--- config.mk ---
export PLATFORM = sky130hd
export DESIGN_NAME = param_sync_fifo
export DESIGN_NICKNAME = d
export VERILOG_FILES = /design/src/rtl/fifo_pkg.sv /design/src/rtl/fifo_mem_2p.sv /design/src/rtl/param_sync_fifo.sv
export SDC_FILE = /design/constraint.sdc
export NUM_CORES = 1
export LEC_CHECK = 0
export CORE_MARGIN = 4
export CORE_UTILIZATION = 55
export DETAILED_ROUTE_END_ITERATION = 16
export GPL_TIMING_DRIVEN = 0
export PLACE_DENSITY = 0.78
export SYNTH_ARGS = -nofsm -noshare
export SYNTH_HDL_FRONTEND = slang
export SYNTH_SLANG_ARGS = --single-unit
--- constraint.sdc ---
create_clock -name clk -period 5.9 [get_ports clk]
set_input_delay 1.18 -clock clk [delete_from_list [all_inputs] [get_ports clk]]
set_output_delay 1.18 -clock clk [all_outputs]
set_load 0.005 [all_outputs]
--- src/rtl/fifo_pkg.sv ---
// Shared FIFO constants and pointer-width helper, common to the single- and dual-clock FIFOs.
package fifo_pkg;

    localparam int FIFO_DEFAULT_WIDTH      = 32;
    localparam int FIFO_DEFAULT_DEPTH      = 8;
    localparam int FIFO_DEFAULT_ADDR_WIDTH = 3;

    // Pointers carry one extra wrap bit above the memory index.
    function automatic int ptr_width(input int addr_width);
        return addr_width + 1;
    endfunction

endpackage

--- src/rtl/fifo_mem_2p.sv ---
// Simple dual-port RAM, DEPTH x WIDTH. With FIFO_FWFT_EN defined the read port is
// asynchronous; otherwise the read word is registered and held between reads.
module fifo_mem_2p #(
    parameter int WIDTH      = 32,
    parameter int DEPTH      = 8,
    parameter int ADDR_WIDTH = 3
) (
    input  logic                  clk,
`ifndef FIFO_FWFT_EN
    input  logic                  reset,
    input  logic                  rd_en,
`endif
    input  logic                  wr_en,
    input  logic [ADDR_WIDTH-1:0] wr_addr,
    input  logic [WIDTH-1:0]      wr_data,
    input  logic [ADDR_WIDTH-1:0] rd_addr,
    output logic [WIDTH-1:0]      rd_data
);

    logic [WIDTH-1:0] mem_r [DEPTH];

    // Storage array: written on accepted pushes only, never reset.
    always_ff @(posedge clk) begin
        if (wr_en) begin
            mem_r[wr_addr] <= wr_data;
        end
    end

`ifdef FIFO_FWFT_EN
    assign rd_data = mem_r[rd_addr];
`else
    logic [WIDTH-1:0] rd_data_r;

    // Registered read word: loads on an accepted pop, holds otherwise.
    always_ff @(posedge clk) begin
        if (reset) begin
            rd_data_r <= {WIDTH{1'b0}};
        end else if (rd_en) begin
            rd_data_r <= mem_r[rd_addr];
        end
    end

    assign rd_data = rd_data_r;
`endif

endmodule

--- src/rtl/param_sync_fifo.sv ---
// Single-clock parametrised FIFO with occupancy, almost-full/empty thresholds and sticky
// overflow/underflow. Define FIFO_FWFT_EN for first-word-fall-through reads.
module param_sync_fifo
    import fifo_pkg::*;
#(
    parameter int WIDTH      = FIFO_DEFAULT_WIDTH,
    parameter int DEPTH      = FIFO_DEFAULT_DEPTH,
    parameter int ADDR_WIDTH = FIFO_DEFAULT_ADDR_WIDTH,
    parameter int AF_THRESH  = 6,
    parameter int AE_THRESH  = 1
) (
    input  logic                  clk,
    input  logic                  reset,
    input  logic                  wr_en,
    input  logic [WIDTH-1:0]      data_in,
    output logic                  full,
    output logic                  almost_full,
    input  logic                  rd_en,
    output logic [WIDTH-1:0]      data_out,
    output logic                  empty,
    output logic                  almost_empty,
    output logic [ADDR_WIDTH:0]   count,
    output logic                  overflow,
    output logic                  underflow
);

    localparam int              PTR_W  = ptr_width(ADDR_WIDTH);
    localparam logic [PTR_W-1:0] PTR_ONE = PTR_W'(1'b1);
    localparam logic [PTR_W-1:0] AF_LVL  = PTR_W'(AF_THRESH);
    localparam logic [PTR_W-1:0] AE_LVL  = PTR_W'(AE_THRESH);

    logic [PTR_W-1:0] wr_ptr_r;
    logic [PTR_W-1:0] rd_ptr_r;
    logic [PTR_W-1:0] count_s;
    logic             full_s;
    logic             empty_s;
    logic             wr_ok_s;
    logic             rd_ok_s;
    logic             overflow_r;
    logic             underflow_r;

    // Flags come straight from the registered pointers, so there is no extra flag latency.
    assign count_s = wr_ptr_r - rd_ptr_r;
    assign empty_s = (wr_ptr_r == rd_ptr_r);
    assign full_s  = (wr_ptr_r[ADDR_WIDTH] != rd_ptr_r[ADDR_WIDTH]) &&
                     (wr_ptr_r[ADDR_WIDTH-1:0] == rd_ptr_r[ADDR_WIDTH-1:0]);

    // A full FIFO rejects the write even when a read is accepted in the same cycle.
    assign wr_ok_s = wr_en && !full_s;
    assign rd_ok_s = rd_en && !empty_s;

    // Write/read pointers; reset wins over any concurrent access.
    always_ff @(posedge clk) begin
        if (reset) begin
            wr_ptr_r <= {PTR_W{1'b0}};
            rd_ptr_r <= {PTR_W{1'b0}};
        end else begin
            if (wr_ok_s) begin
                wr_ptr_r <= wr_ptr_r + PTR_ONE;
            end
            if (rd_ok_s) begin
                rd_ptr_r <= rd_ptr_r + PTR_ONE;
            end
        end
    end

    // Sticky error flags, cleared only by reset.
    always_ff @(posedge clk) begin
        if (reset) begin
            overflow_r  <= 1'b0;
            underflow_r <= 1'b0;
        end else begin
            if (wr_en && full_s) begin
                overflow_r <= 1'b1;
            end
            if (rd_en && empty_s) begin
                underflow_r <= 1'b1;
            end
        end
    end

    fifo_mem_2p #(
        .WIDTH      (WIDTH),
        .DEPTH      (DEPTH),
        .ADDR_WIDTH (ADDR_WIDTH)
    ) u_mem (
        .clk     (clk),
`ifndef FIFO_FWFT_EN
        .reset   (reset),
        .rd_en   (rd_ok_s && !reset),
`endif
        .wr_en   (wr_ok_s && !reset),
        .wr_addr (wr_ptr_r[ADDR_WIDTH-1:0]),
        .wr_data (data_in),
        .rd_addr (rd_ptr_r[ADDR_WIDTH-1:0]),
        .rd_data (data_out)
    );

    assign full         = full_s;
    assign empty        = empty_s;
    assign count        = count_s;
    assign almost_full  = (count_s >= AF_LVL);
    assign almost_empty = (count_s <= AE_LVL);
    assign overflow     = overflow_r;
    assign underflow    = underflow_r;

endmodule
# Word-level counts from Yosys, hierarchy flattened
# Memories as Yosys holds them, arrays and structs flattened. A register that Yosys moved wholly into a read port is not among the register bits.
# Index checks and enable logic that the tools add are counted.
# word_totals
inputBits	36
latchBits	0
mem_bits_ro	0
ramBits	256
n_memories	1
output_inout_bits	42
register_bits	10
# op_classes
mux	2
addsub	3
n_bitwise	0
magnitude_cmp	2
n_reduce_logical	10
n_shift	0
mul	0
n_div	0
eq_ne	3
# memory_table
memory	depth	word_bits	read_ports	rd_clocked_by_memory_dff	write_ports	line_no	source
u_mem.mem_r	8	32	1	1	1	fifo_mem_2p.sv:20	logic [WIDTH-1:0] mem_r [DEPTH];
# op_table
cell	n
$add A4 B1 Y4 const B	2
$logic_and A1 B1 Y1	7
$eq A4 B4 Y1	1
$ge A4 B3 Y1 const B	1
$le A4 B1 Y1 const B	1
$sub A4 B4 Y4	1
$eq A3 B3 Y1	1
$logic_not A1 Y1	3
$mux W1	2
$ne A1 B1 Y1	1

# Depth between registers and ports, before layout
# logic_depth
ltp_word	7
mapped_depth	10

# Hierarchy
# A second synthesis with hierarchy kept.
# hier_totals
cells_unflattened	674
hier_area_um2	11624.9
# modules_own_cells
mod	seq_area_each_um2	cells_each	n_inst	area_each_um2
fifo_mem_2p	8328.0	598	1	10958.0
param_sync_fifo	200.2	76	1	666.9

# Worst setup path before layout
# OpenSTA, ideal clock, no wires.
# synth_path
path_kind	reg2reg
from	register rd_ptr_r[1]
to	memory u_mem.mem_r[1][0] (enable)
required_time_ns	5.439
t_arrival_ns	4.164
stages_incl_launch_ff	9
setup_time_ns	0.461
synth_period_minus_slack_ns	4.625
slack_ns	1.275
cell_sequence	dfxtp_1 clkbuf_1 inv_1 clkbuf_1 ha_1 nand3_1 o21ai_1 or3_1 nor3_1
# synth_between
elab_chain_cells	7
# synth_rtl
element	line_no	source
start, declared	param_sync_fifo.sv:33	logic [PTR_W-1:0] rd_ptr_r;
start signal, assigned	param_sync_fifo.sv:56	rd_ptr_r <= {PTR_W{1'b0}};
start signal, assigned	param_sync_fifo.sv:62	rd_ptr_r <= rd_ptr_r + PTR_ONE;
$eq A3 B3 Y1	param_sync_fifo.sv:46	(wr_ptr_r[ADDR_WIDTH-1:0] == rd_ptr_r[ADDR_WIDTH-1:0]);
$logic_and A1 B1 Y1	param_sync_fifo.sv:45	assign full_s = (wr_ptr_r[ADDR_WIDTH] != rd_ptr_r[ADDR_WIDTH]) &&
$logic_not A1 Y1	param_sync_fifo.sv:49	assign wr_ok_s = wr_en && !full_s;
$logic_and A1 B1 Y1	param_sync_fifo.sv:49	
$logic_and A1 B1 Y1	param_sync_fifo.sv:92	.wr_en (wr_ok_s && !reset),
$mux W1	fifo_mem_2p.sv:24	if (wr_en) begin
$mux W1 (not written as such)	fifo_mem_2p.sv:25	mem_r[wr_addr] <= wr_data;
end, declared	fifo_mem_2p.sv:20	
# Every way passes these cells.

# Worst setup path after layout
# layout_path
from	register rd_ptr_r[1]
to	output almost_empty
# layout_between
elab_chain_cells	2
# layout_rtl
element	line_no	source
$sub A4 B4 Y4	param_sync_fifo.sv:43	assign count_s = wr_ptr_r - rd_ptr_r;
$le A4 B1 Y1	param_sync_fifo.sv:103	assign almost_empty = (count_s <= AE_LVL);
end, declared	param_sync_fifo.sv:21	output logic almost_empty,
# Every way passes these cells.

==> impl_metrics.tcl <==
set metrics [dict create \
    post_cts_resized 0 \
    num-fill-cells 1292 \
    vias 5939 \
    start_kind "flip-flop" \
    drc 0 \
    postRouteAntennaNets 0 \
    p_seq_frac 0.497 \
    yosys_most_used_dff "edfxtp_1" \
    antenna_found_initial 0 \
    cpPeakStageDelay_ns 0.50 \
    maxSlewHeadroom 0.344 \
    num_io_pins 78 \
    synth-edff-count 256 \
    postLayoutCellArea_mm2 0.0135 \
    hold_buffers 0 \
    routed_wl_um 24000 \
    pwr-share-clk 0.355 \
    ys_types 30 \
    seqCellArea_mm2 0.00853 \
    finalSetupTns_ns 0 \
    cp_num_buf_inv 4 \
    firstDrtPassIters 4 \
    required_ns 4.72 \
    port_buffers 77 \
    drtIter0Drc 559 \
    grt_usage 0.218 \
    grt_pass1_vias 6263 \
    p_leak_nw 4.50 \
    cts-buffers-inserted 30 \
    initial_core_util 0.557 \
    criticalPathCategory "reg2out" \
    clk_root_buffer_cell "clkbuf_16" \
    setup_ws_ns 1.26 \
    dieArea_mm2 0.0228 \
    min-delay-path-class "reg2reg" \
    fin_skew_ns 0.00763 \
    dp_cells 949 \
    ys_seq_area_frac 0.759 \
    fin_cells 1004 \
    cts_sinks 298 \
    layout.nets 753 \
    worstPathArrival_ns 3.46 \
    mappedNetlistArea_mm2 0.0112 \
    synthToLayoutAreaGrowth_pct 20.3 \
    post_dp_cell_area_mm2 0.0126 \
    cts_tree "done" \
    hold_slack_ns 0.477 \
    cts_max_level 1 \
    hold_viol 0 \
    async_flop_share 0 \
    comb_power_share 0.148 \
    synth_cells 590 \
    row_count 52 \
    drv_slew 0 \
    clk_latency_ns 0.54 \
    power_density_mw_per_mm2 357 \
    yosysWarnings 0 \
    pre_cts_slack_ns 1.74 \
    syn-num-nets 632 \
    tightest_slew_ns 0.978 \
    grt_start_max_net_pins 20 \
    grt-ovfl-total 0 \
    grt_first_pass_wirelength_um 37000 \
    cap_violations 0 \
    gp_congestion 0.762 \
    setup_viol 0 \
    swShare 0.233 \
    crit_chain "clkbuf_1, inv_1, clkbuf_1, ha_1, nor2b_1, o21ai_0, and3_1, o21a_1, clkdlybuf4s50_1" \
    diodes 0 \
    dp_hpwl_um 14800 \
    path_clk_slew_ns 0.07 \
    core-area_mm2 0.0202 \
    synth_seq_cells 298 \
    p_sw_mw 1.12 \
    wl_per_cell_um 23.9 \
    post_synth.cell_area_avg_um2 19.0 \
    multi_input_area_mm2 0.00255 \
    drive_gt1_frac 0.192 \
    critical-path-top-delay-family "buffers and inverters" \
    fmaxAchievable_ghz 0.216 \
    grt_setup_unrepaired "no" \
    vias_per_cell 5.92 \
    post-cts-setup-buffers 0 \
    die_y_um 151 \
    peakVddDrop_mv 0.237 \
    fin_crit_sh 0.786 \
    clock_path_buffers 3 \
    cp_common_cell "clkbuf_1" \
    status "finished, final reports clean" \
    die_w_um 151 \
    cp_max_fo 10 \
    critPathCaptureType "output port" \
    final.min_clock_period_ns 4.64 \
    crit_slowest_cell "clkdlybuf4s50_1" \
    intPower_mw 3.70 \
]
state kept, by name, summed over array words and instances, names as in the netlist:
signal         count
u_mem.mem_r      256
wr_ptr_r           4
u_mem.rd_data     32
rd_ptr_r           4
underflow          1
overflow           1
cells in the final DEF, fill, tap and decap left out, types with 3 or more instances in the layout:
cell,Yosys,final
ha_1,5,5
xor2_1,3,3
or3_1,3,3
o211ai_1,3,3
dfxtp_1,42,42
buf_16,0,5
clkdlybuf4s50_1,0,77
nor2_1,20,14
edfxtp_1,256,256
mux4_2,64,64
clkbuf_1,11,20
nor2_4,0,6
xnor2_1,4,4
inv_1,7,7
clkinv_1,0,7
buf_6,7,11
clkinv_2,0,7
buf_2,7,7
a22o_1,32,32
clkbuf_16,0,31
a21oi_1,4,4
o21ai_0,3,3
nand2_1,99,99
synth_stat cells, drive strengths merged (4+ instances only):
library cell	count	area share
edfxtp	256	0.68
nand2	99	0.033
mux4	64	0.13
dfxtp	42	0.075
a22o	32	0.025
nor2	20	0.0067
buf	18	0.012
clkbuf	11	0.0037
inv	7	0.0023
ha	5	0.0056
o21ai	5	0.0026
a21oi	4	0.0018
xnor2	4	0.0031
xor2	4	0.0038
final timing paths:
path	start	end	slack (ns)	cells after the start
max	rd_ptr_r[1]	almost_empty	1.26	9
min	u_mem.rd_data[30]	u_mem.rd_data[30]	0.48	1
max reg2reg	rd_ptr_r[1]	u_mem.mem_r[1][2]	1.67	10
min reg2reg	u_mem.rd_data[30]	u_mem.rd_data[30]	0.48	1
cell families after synthesis:
group	share of synthesized area
compound gates	0.0320
xor+xnor	0.00691
fa+ha+maj	0.00735
buf+inv	0.0182
flops	0.759
mux	0.130
simple gates	0.0460
per-layer routing:
layer	vias to the layer above	global-route usage	wire [µm]	part of all wire
li1	2568	-	-	-
met1	3098	0.296	9560	0.40
met2	238	0.371	12500	0.52
met3	35	0.0362	1570	0.065
met4	0	0.0571	425	0.018
met5	-	0	0	0
stage by stage:
stage / utilization / total power, mW
finish: 0.670 / 4.82
global route: 0.670 / 5.00
CTS: 0.670 / 4.86
detailed placement: 0.626 / 3.16
global placement: 0.612 / 3.12
floorplan: - / 2.86
final cells by class:
type / instances / share of cell area
well taps: 270 / 0.0250
plain buffers: 29 / 0.0132
multi-input cells: 256 / 0.189
repair buffers: 89 / 0.0743
inverters: 7 / 0.00195
clock buffers: 40 / 0.0599
clock inverters: 15 / 0.00537
flip-flops and latches: 298 / 0.631
power groups by stage:
stage,Combinational (mW),Clock [mW],Sequential (mW)
detailed placement,0.715,0,2.44
finish,0.712,1.71,2.40
global route,0.775,1.82,2.40
global placement,0.685,0,2.44
CTS,0.722,1.74,2.40
floorplan,0.426,0,2.43
worst reg2reg max path, stage by stage, from the launching register on:
cell	delay, ns
dfxtp_1	0.39
clkbuf_1	0.34
inv_1	0.21
clkbuf_1	0.36
ha_1	0.43
nand3_1	0.25
o21ai_1	0.20
or3_1	0.51
nor3_2	0.79
buf_6	0.28
buf_8	0.18
Power figures use the tool's default switching activity.
